<file path="src/rtl/data_mem_responder_pkg.sv">
// Shared constants for the data-memory responder: MMIO register offsets,
// STATUS bit positions and the default MMIO window base.
package data_mem_responder_pkg;

  typedef logic [1:0] mmio_off_t;

  localparam mmio_off_t OFF_TX_DATA = 2'd0;
  localparam mmio_off_t OFF_STATUS  = 2'd1;
  localparam mmio_off_t OFF_CYCLE   = 2'd2;
  localparam mmio_off_t OFF_ERRCNT  = 2'd3;

  localparam int ST_EMPTY    = 0;
  localparam int ST_FULL     = 1;
  localparam int ST_OVERFLOW = 2;

  localparam logic [31:0] MMIO_BASE_DEFAULT = 32'hFFFF_FF00;

endpackage

</file>
<file path="src/rtl/data_mem_responder_tx_fifo.sv">
// Transmit FIFO: FIFO_DEPTH words of storage, head word always presented,
// a push into a full FIFO is accepted only when a pop frees a slot in the same cycle.
module tx_fifo #(
  parameter int FIFO_DEPTH = 4
) (
  input  logic        clk,
  input  logic        reset,
  input  logic        push,
  input  logic [31:0] push_data,
  input  logic        pop,
  output logic        full,
  output logic        empty,
  output logic [31:0] head_data,
  output logic        push_accepted
);

  localparam int PW = $clog2(FIFO_DEPTH);
  localparam int CW = PW + 1;

  logic [31:0]   mem_r [FIFO_DEPTH];
  logic [PW-1:0] wr_ptr_r;
  logic [PW-1:0] rd_ptr_r;
  logic [CW-1:0] count_r;
  logic          do_pop_s;

  assign empty         = (count_r == CW'(0));
  assign full          = (count_r == CW'(FIFO_DEPTH));
  assign do_pop_s      = pop && !empty;
  assign push_accepted = push && (!full || do_pop_s);
  assign head_data     = mem_r[rd_ptr_r];

  // Storage, pointers and occupancy; storage is cleared so the head reads 0 after reset
  always_ff @(posedge clk) begin
    if (reset) begin
      wr_ptr_r <= PW'(0);
      rd_ptr_r <= PW'(0);
      count_r  <= CW'(0);
      for (int i = 0; i < FIFO_DEPTH; i++) begin
        mem_r[i] <= 32'h0;
      end
    end else begin
      if (push_accepted) begin
        mem_r[wr_ptr_r] <= push_data;
        wr_ptr_r        <= wr_ptr_r + PW'(1);
      end
      if (do_pop_s) begin
        rd_ptr_r <= rd_ptr_r + PW'(1);
      end
      case ({push_accepted, do_pop_s})
        2'b10:   count_r <= count_r + CW'(1);
        2'b01:   count_r <= count_r - CW'(1);
        default: count_r <= count_r;
      endcase
    end
  end

endmodule

</file>
<file path="src/rtl/data_mem_responder.sv">
// Data-memory responder for the single-cycle core: word RAM plus an MMIO
// window (TX FIFO push, STATUS, CYCLE and ERRCNT) with zero-latency reads.
module data_mem_responder
  import data_mem_responder_pkg::*;
#(
  parameter int          DEPTH_WORDS = 64,
  parameter int          FIFO_DEPTH  = 4,
  parameter logic [31:0] MMIO_BASE   = MMIO_BASE_DEFAULT
) (
  input  logic        clk,
  input  logic        reset,
  input  logic        MemWrite,
  input  logic [31:0] Addr,
  input  logic [31:0] WriteData,
  output logic [31:0] ReadData,
  output logic        tx_valid,
  output logic [31:0] tx_data,
  input  logic        tx_ready
);

  localparam int          AW        = $clog2(DEPTH_WORDS);
  localparam logic [31:0] RAM_BYTES = 32'(DEPTH_WORDS * 4);

  logic [31:0]   ram_r [DEPTH_WORDS];
  logic [31:0]   cycle_r;
  logic [31:0]   errcnt_r;
  logic          overflow_r;

  logic          misaligned_s;
  logic          ram_hit_s;
  logic          mmio_hit_s;
  mmio_off_t     mmio_off_s;
  logic [AW-1:0] ram_idx_s;
  logic          push_req_s;
  logic          push_accepted_s;
  logic          pop_s;
  logic          full_s;
  logic          empty_s;
  logic [31:0]   status_s;

  // Address decode shared by reads and writes
  always_comb begin
    misaligned_s = (Addr[1:0] != 2'b00);
    ram_hit_s    = !misaligned_s && (Addr < RAM_BYTES);
    mmio_hit_s   = !misaligned_s && (Addr[31:4] == MMIO_BASE[31:4]);
    mmio_off_s   = Addr[3:2];
    ram_idx_s    = Addr[AW+1:2];
  end

  assign push_req_s = MemWrite && mmio_hit_s && (mmio_off_s == OFF_TX_DATA);
  assign pop_s      = tx_valid && tx_ready;
  assign tx_valid   = !empty_s;

  tx_fifo #(
    .FIFO_DEPTH(FIFO_DEPTH)
  ) u_tx_fifo (
    .clk          (clk),
    .reset        (reset),
    .push         (push_req_s),
    .push_data    (WriteData),
    .pop          (pop_s),
    .full         (full_s),
    .empty        (empty_s),
    .head_data    (tx_data),
    .push_accepted(push_accepted_s)
  );

  // Word RAM; contents survive reset, but reset still blocks the write
  always_ff @(posedge clk) begin
    if (!reset && MemWrite && ram_hit_s) begin
      ram_r[ram_idx_s] <= WriteData;
    end
  end

  // Cycle counter, saturating error counter and sticky overflow flag
  always_ff @(posedge clk) begin
    if (reset) begin
      cycle_r    <= 32'h0;
      errcnt_r   <= 32'h0;
      overflow_r <= 1'b0;
    end else begin
      if (MemWrite && mmio_hit_s && (mmio_off_s == OFF_CYCLE)) begin
        cycle_r <= 32'h0;
      end else begin
        cycle_r <= cycle_r + 32'd1;
      end
      if (MemWrite && mmio_hit_s && (mmio_off_s == OFF_ERRCNT)) begin
        errcnt_r <= 32'h0;
      end else if (MemWrite && !ram_hit_s && !mmio_hit_s && (errcnt_r != 32'hFFFF_FFFF)) begin
        errcnt_r <= errcnt_r + 32'd1;
      end
      if (MemWrite && mmio_hit_s && (mmio_off_s == OFF_STATUS)) begin
        overflow_r <= 1'b0;
      end else if (push_req_s && !push_accepted_s) begin
        overflow_r <= 1'b1;
      end
    end
  end

  // STATUS word assembly
  always_comb begin
    status_s              = 32'h0;
    status_s[ST_EMPTY]    = empty_s;
    status_s[ST_FULL]     = full_s;
    status_s[ST_OVERFLOW] = overflow_r;
  end

  // Zero-latency read mux; misaligned and unmapped addresses read 0
  always_comb begin
    ReadData = 32'h0;
    if (ram_hit_s) begin
      ReadData = ram_r[ram_idx_s];
    end else if (mmio_hit_s) begin
      case (mmio_off_s)
        OFF_TX_DATA: ReadData = 32'h0;
        OFF_STATUS:  ReadData = status_s;
        OFF_CYCLE:   ReadData = cycle_r;
        OFF_ERRCNT:  ReadData = errcnt_r;
        default:     ReadData = 32'h0;
      endcase
    end else begin
      ReadData = 32'h0;
    end
  end

endmodule

</file>
<file path="config.mk">
export PLATFORM = sky130hd
export DESIGN_NAME = data_mem_responder
export DESIGN_NICKNAME = d
export VERILOG_FILES = /design/src/rtl/data_mem_responder_pkg.sv /design/src/rtl/data_mem_responder_tx_fifo.sv /design/src/rtl/data_mem_responder.sv
export SDC_FILE = /design/constraint.sdc
export NUM_CORES = 2
export LEC_CHECK = 0
export ABC_CLOCK_PERIOD_IN_PS = 6460
export BUFFER_PORTS_ARGS = -buffer_cell sky130_fd_sc_hd__buf_2
export CAP_MARGIN = 15
export CORE_MARGIN = 2
export CORE_UTILIZATION = 35
export CTS_CLUSTER_DIAMETER = 100
export DETAILED_ROUTE_END_ITERATION = 7
export PLACE_DENSITY = 0.56
export SLEW_MARGIN = 5
export SYNTH_ARGS = -nofsm -noshare
export SYNTH_HDL_FRONTEND = slang
export SYNTH_HIERARCHICAL = 1
export SYNTH_SLANG_ARGS = --single-unit
</file>
<file path="constraint.sdc">
create_clock -name clk -period 6.46 [get_ports clk]
set_clock_uncertainty 0.1 [all_clocks]
set_input_delay 1.292 -clock clk [delete_from_list [all_inputs] [get_ports clk]]
set_output_delay 1.292 -clock clk [all_outputs]
set_load 0.02 [all_outputs]
</file>
==> flow_metrics.env <==
export IMPL_vdd_drop_max_mv=0.2233
export IMPL_cp_end_kind="output pin"
export IMPL_cp_start_kind="input pin"
export IMPL_initial_utilization_pct=35.18
export IMPL_path_cells="buf_2, buf_4, or2_2, nor2_1, nand3_1, nand3_1, nor4_1, buf_4, o22ai_1, buf_2"
export IMPL_clk_latency_ns=0.89
export IMPL_fin_ws_ns=0.1530
export IMPL_grt_pass1_wl_um=380100
export IMPL_design_area_um2=102800
export IMPL_post_cts_buffers=0
export IMPL_yosys_warnings=6
export IMPL_min_from="cycle_r[0]"
export IMPL_drc_errors=0
export IMPL_synth_seq_cells=2250
export IMPL_synth_cell_types=77
export IMPL_antenna_found_initial=18
export IMPL_slew_headroom_pct=20.47
export IMPL_powerDensity_nw_per_um2=294.5
export IMPL_slew_violations=0
export IMPL_core_area_um2=251200
export IMPL_pin_count=133
export IMPL_fillers=22070
export IMPL_p_leak_nw=32.58
export IMPL_required_ns=5.07
export IMPL_overflow=0
export IMPL_vias_per_cell=5.688
export IMPL_drt_iter0_drc=6836
export IMPL_ff_latch_area_um2=66830
export IMPL_routed_wl_um=276800
export IMPL_synth_edff_count=2176
export IMPL_arrival_ns=4.91
export IMPL_syn_num_nets=4477
export IMPL_cts_tree="yes"
export IMPL_seq_power_share_pct=53.0
export IMPL_tns_ns=0
export IMPL_nets=4907
export IMPL_area_growth_pct=16.31
export IMPL_p_sw_mw=6.553
export IMPL_fin_crit_sh_pct=97.63
export IMPL_first_pass_iters=6
export IMPL_critical_path_max_stage_delay_ns=0.95
export IMPL_clk_pin_slew_ns=0.05
export IMPL_critPathSlowestCell="nor2_1"
export IMPL_cts_buffers=224
export IMPL_finalWeightedCongestion=0.8910
export IMPL_grt_use_total_pct=21.16
export IMPL_hpwl_um=173900
export IMPL_clkPwrFrac_pct=42.2
export IMPL_dieWidth_um=506.4
export IMPL_post_place_ws_ns=-0.2017
export IMPL_dieArea_um2=256500
export IMPL_switching_share_pct=21.65
export IMPL_crit_type="input pin to output pin"
export IMPL_synth_cells=4406
export IMPL_synth_seq_area_share_pct=75.63
export IMPL_ant_nets=0
export IMPL_synthFlopType="edfxtp_1"
export IMPL_min_period_ns=6.307
export IMPL_rsz0062_at_grt="false"
export IMPL_port_buffers=132
export IMPL_status="finished clean"
export IMPL_die_h_um=506.4
export IMPL_multiInputGateArea_um2=20650
export IMPL_avgSynthCellArea_um2=20.05
export IMPL_cts_hold_buf=0
export IMPL_fin_util_pct=40.92
export IMPL_grt_max_degree=69
export IMPL_whs_ns=0.3616
export IMPL_r2r_start="u_tx_fifo/count_r[0]"
export IMPL_combPwrFrac_pct=4.8
export IMPL_cp_max_fo=14
export IMPL_via_count=47600
export IMPL_layout_drive_gt1_share_pct=26.31
export IMPL_p_int_mw=23.71
export IMPL_synthArstFlopShare_pct=0
export IMPL_hp_class="register to register"
export IMPL_post_drt_wl_per_cell_um=33.07
export IMPL_grt_pass1_vias=46580
export IMPL_cts_root_buf="clkbuf_16"
export IMPL_clkSinkCount=2250
export IMPL_fmax_mhz=158.6
export IMPL_std_cell_rows=184
export IMPL_place_area_um2=95590
export IMPL_cp_startpoint="Addr[6]"
export IMPL_hold_violations=0
export IMPL_worstMarginPinSlew_ns=1.189
export IMPL_clockBufferDepth=3
export IMPL_setup_violations=0
export IMPL_max_cap_viol_count=0
export IMPL_netlist_area_um2=88350
export IMPL_htreeDepth=4
[worst max-delay path, delay by kind of cell]
family                 cells  cell delay (ns)
and+or+nand+nor            5             2.47
buffers and inverters      4             0.91
AOI/OAI and AO/OA          1             0.19
[cell families after synthesis]
family	Yosys count	synth area share (%)
DFF	2250	75.63
muxes	704	14.61
and+or+nand+nor	691	4.129
AOI/OAI and AO/OA	447	3.478
buffers and inverters	265	1.643
xor gates and xnor gates	46	0.4560
adders and majority gates	3	0.05098
[layout make-up]
class                   count  share of cell area, %
repair buffers            449                  3.805
well taps                3348                  4.076
clock inverters           122                  1.191
flip-flops and latches   2250                  65.03
diodes                      3               0.007305
inverters                  20                0.07427
clock buffers             285                  5.728
multi-input cells        1891                  20.09
[cells in the mapped netlist, types with 17 or more instances]
cell | instances | area (um2)
and2_1 | 139 | 869.6
clkbuf_1 | 99 | 371.6
o22ai_1 | 41 | 256.5
nand3_1 | 85 | 425.4
edfxtp_1 | 2176 | 65340
xnor2_1 | 24 | 210.2
or3_1 | 20 | 125.1
inv_1 | 17 | 63.81
buf_4 | 44 | 330.3
nand2_1 | 85 | 319.1
mux4_2 | 468 | 10540
mux2i_1 | 231 | 2312
nand4_1 | 41 | 256.5
buf_1 | 19 | 71.32
a221oi_1 | 28 | 245.2
o21ai_0 | 57 | 285.3
nor2_1 | 175 | 656.9
buf_2 | 53 | 265.3
nor3_1 | 34 | 170.2
buf_6 | 30 | 337.8
a22o_1 | 23 | 201.4
and3_1 | 22 | 137.6
a21oi_1 | 80 | 400.4
a22oi_1 | 106 | 795.8
xor2_1 | 22 | 192.7
dfxtp_1 | 74 | 1481
[power by group through the flow]
stage / clock network [mW] / registers, mW / logic, mW
4_1_cts: 13.0 / 16.0 / 1.44
3_3_place_gp: 0 / 16.3 / 1.43
2_1_floorplan: 0 / 16.3 / 0.694
3_5_place_dp: 0 / 16.3 / 1.44
5_1_grt: 13.5 / 16.0 / 1.50
6_report: 12.8 / 16.0 / 1.44
[stage by stage]
| stage | instances | power (mW) |
|---|---|---|
| CTS | 8362 | 30.44 |
| finish | 8368 | 30.26 |
| detailed placement | 7955 | 17.79 |
| global placement | 7952 | 17.77 |
| global route | 8365 | 31.04 |
| floorplan | 4406 | 17.03 |
[registers in the layout, indices dropped and copies added (netlist names), named ones only]
signal              flops
cycle_r                32
errcnt_r               32
overflow_r              1
ram_r                2048
u_tx_fifo/count_r       3
u_tx_fifo/mem_r       128
u_tx_fifo/rd_ptr_r      2
u_tx_fifo/wr_ptr_r      2
[layer usage]
layer	global-route usage [%]	wire length (um)	up-vias
li1	-	-	19160
met1	29.19	111100	25670
met2	33.85	131900	2355
met3	3.844	24140	416
met4	7.135	9635	6
met5	0	43	-
[path summary, 6_finish.rpt]
check,endpoint,slack (ns),cells after the start
max,ReadData[20],0.15,10
min,cycle_r[0],0.36,1
max reg2reg,u_tx_fifo/mem_r[2][23],3.33,6
min reg2reg,cycle_r[0],0.36,1
[placed cells by master, fill, tap and decap left out, types with 67 or more instances in the layout]
cell / count
a21oi_1: 80
a22oi_1: 106
and2_1: 139
buf_2: 125
buf_4: 255
clkbuf_16: 226
dfxtp_1: 73
edfxtp_1: 2176
mux2i_1: 227
mux4_2: 468
nand2_1: 85
nand3_1: 85
nor2_1: 106
nor2_4: 67
[timing repair]
action,CTS,global route
resized for setup,6,1
gates cloned,0,0
setup endpoints to repair,6,3
Power figures use the tool's default switching activity.
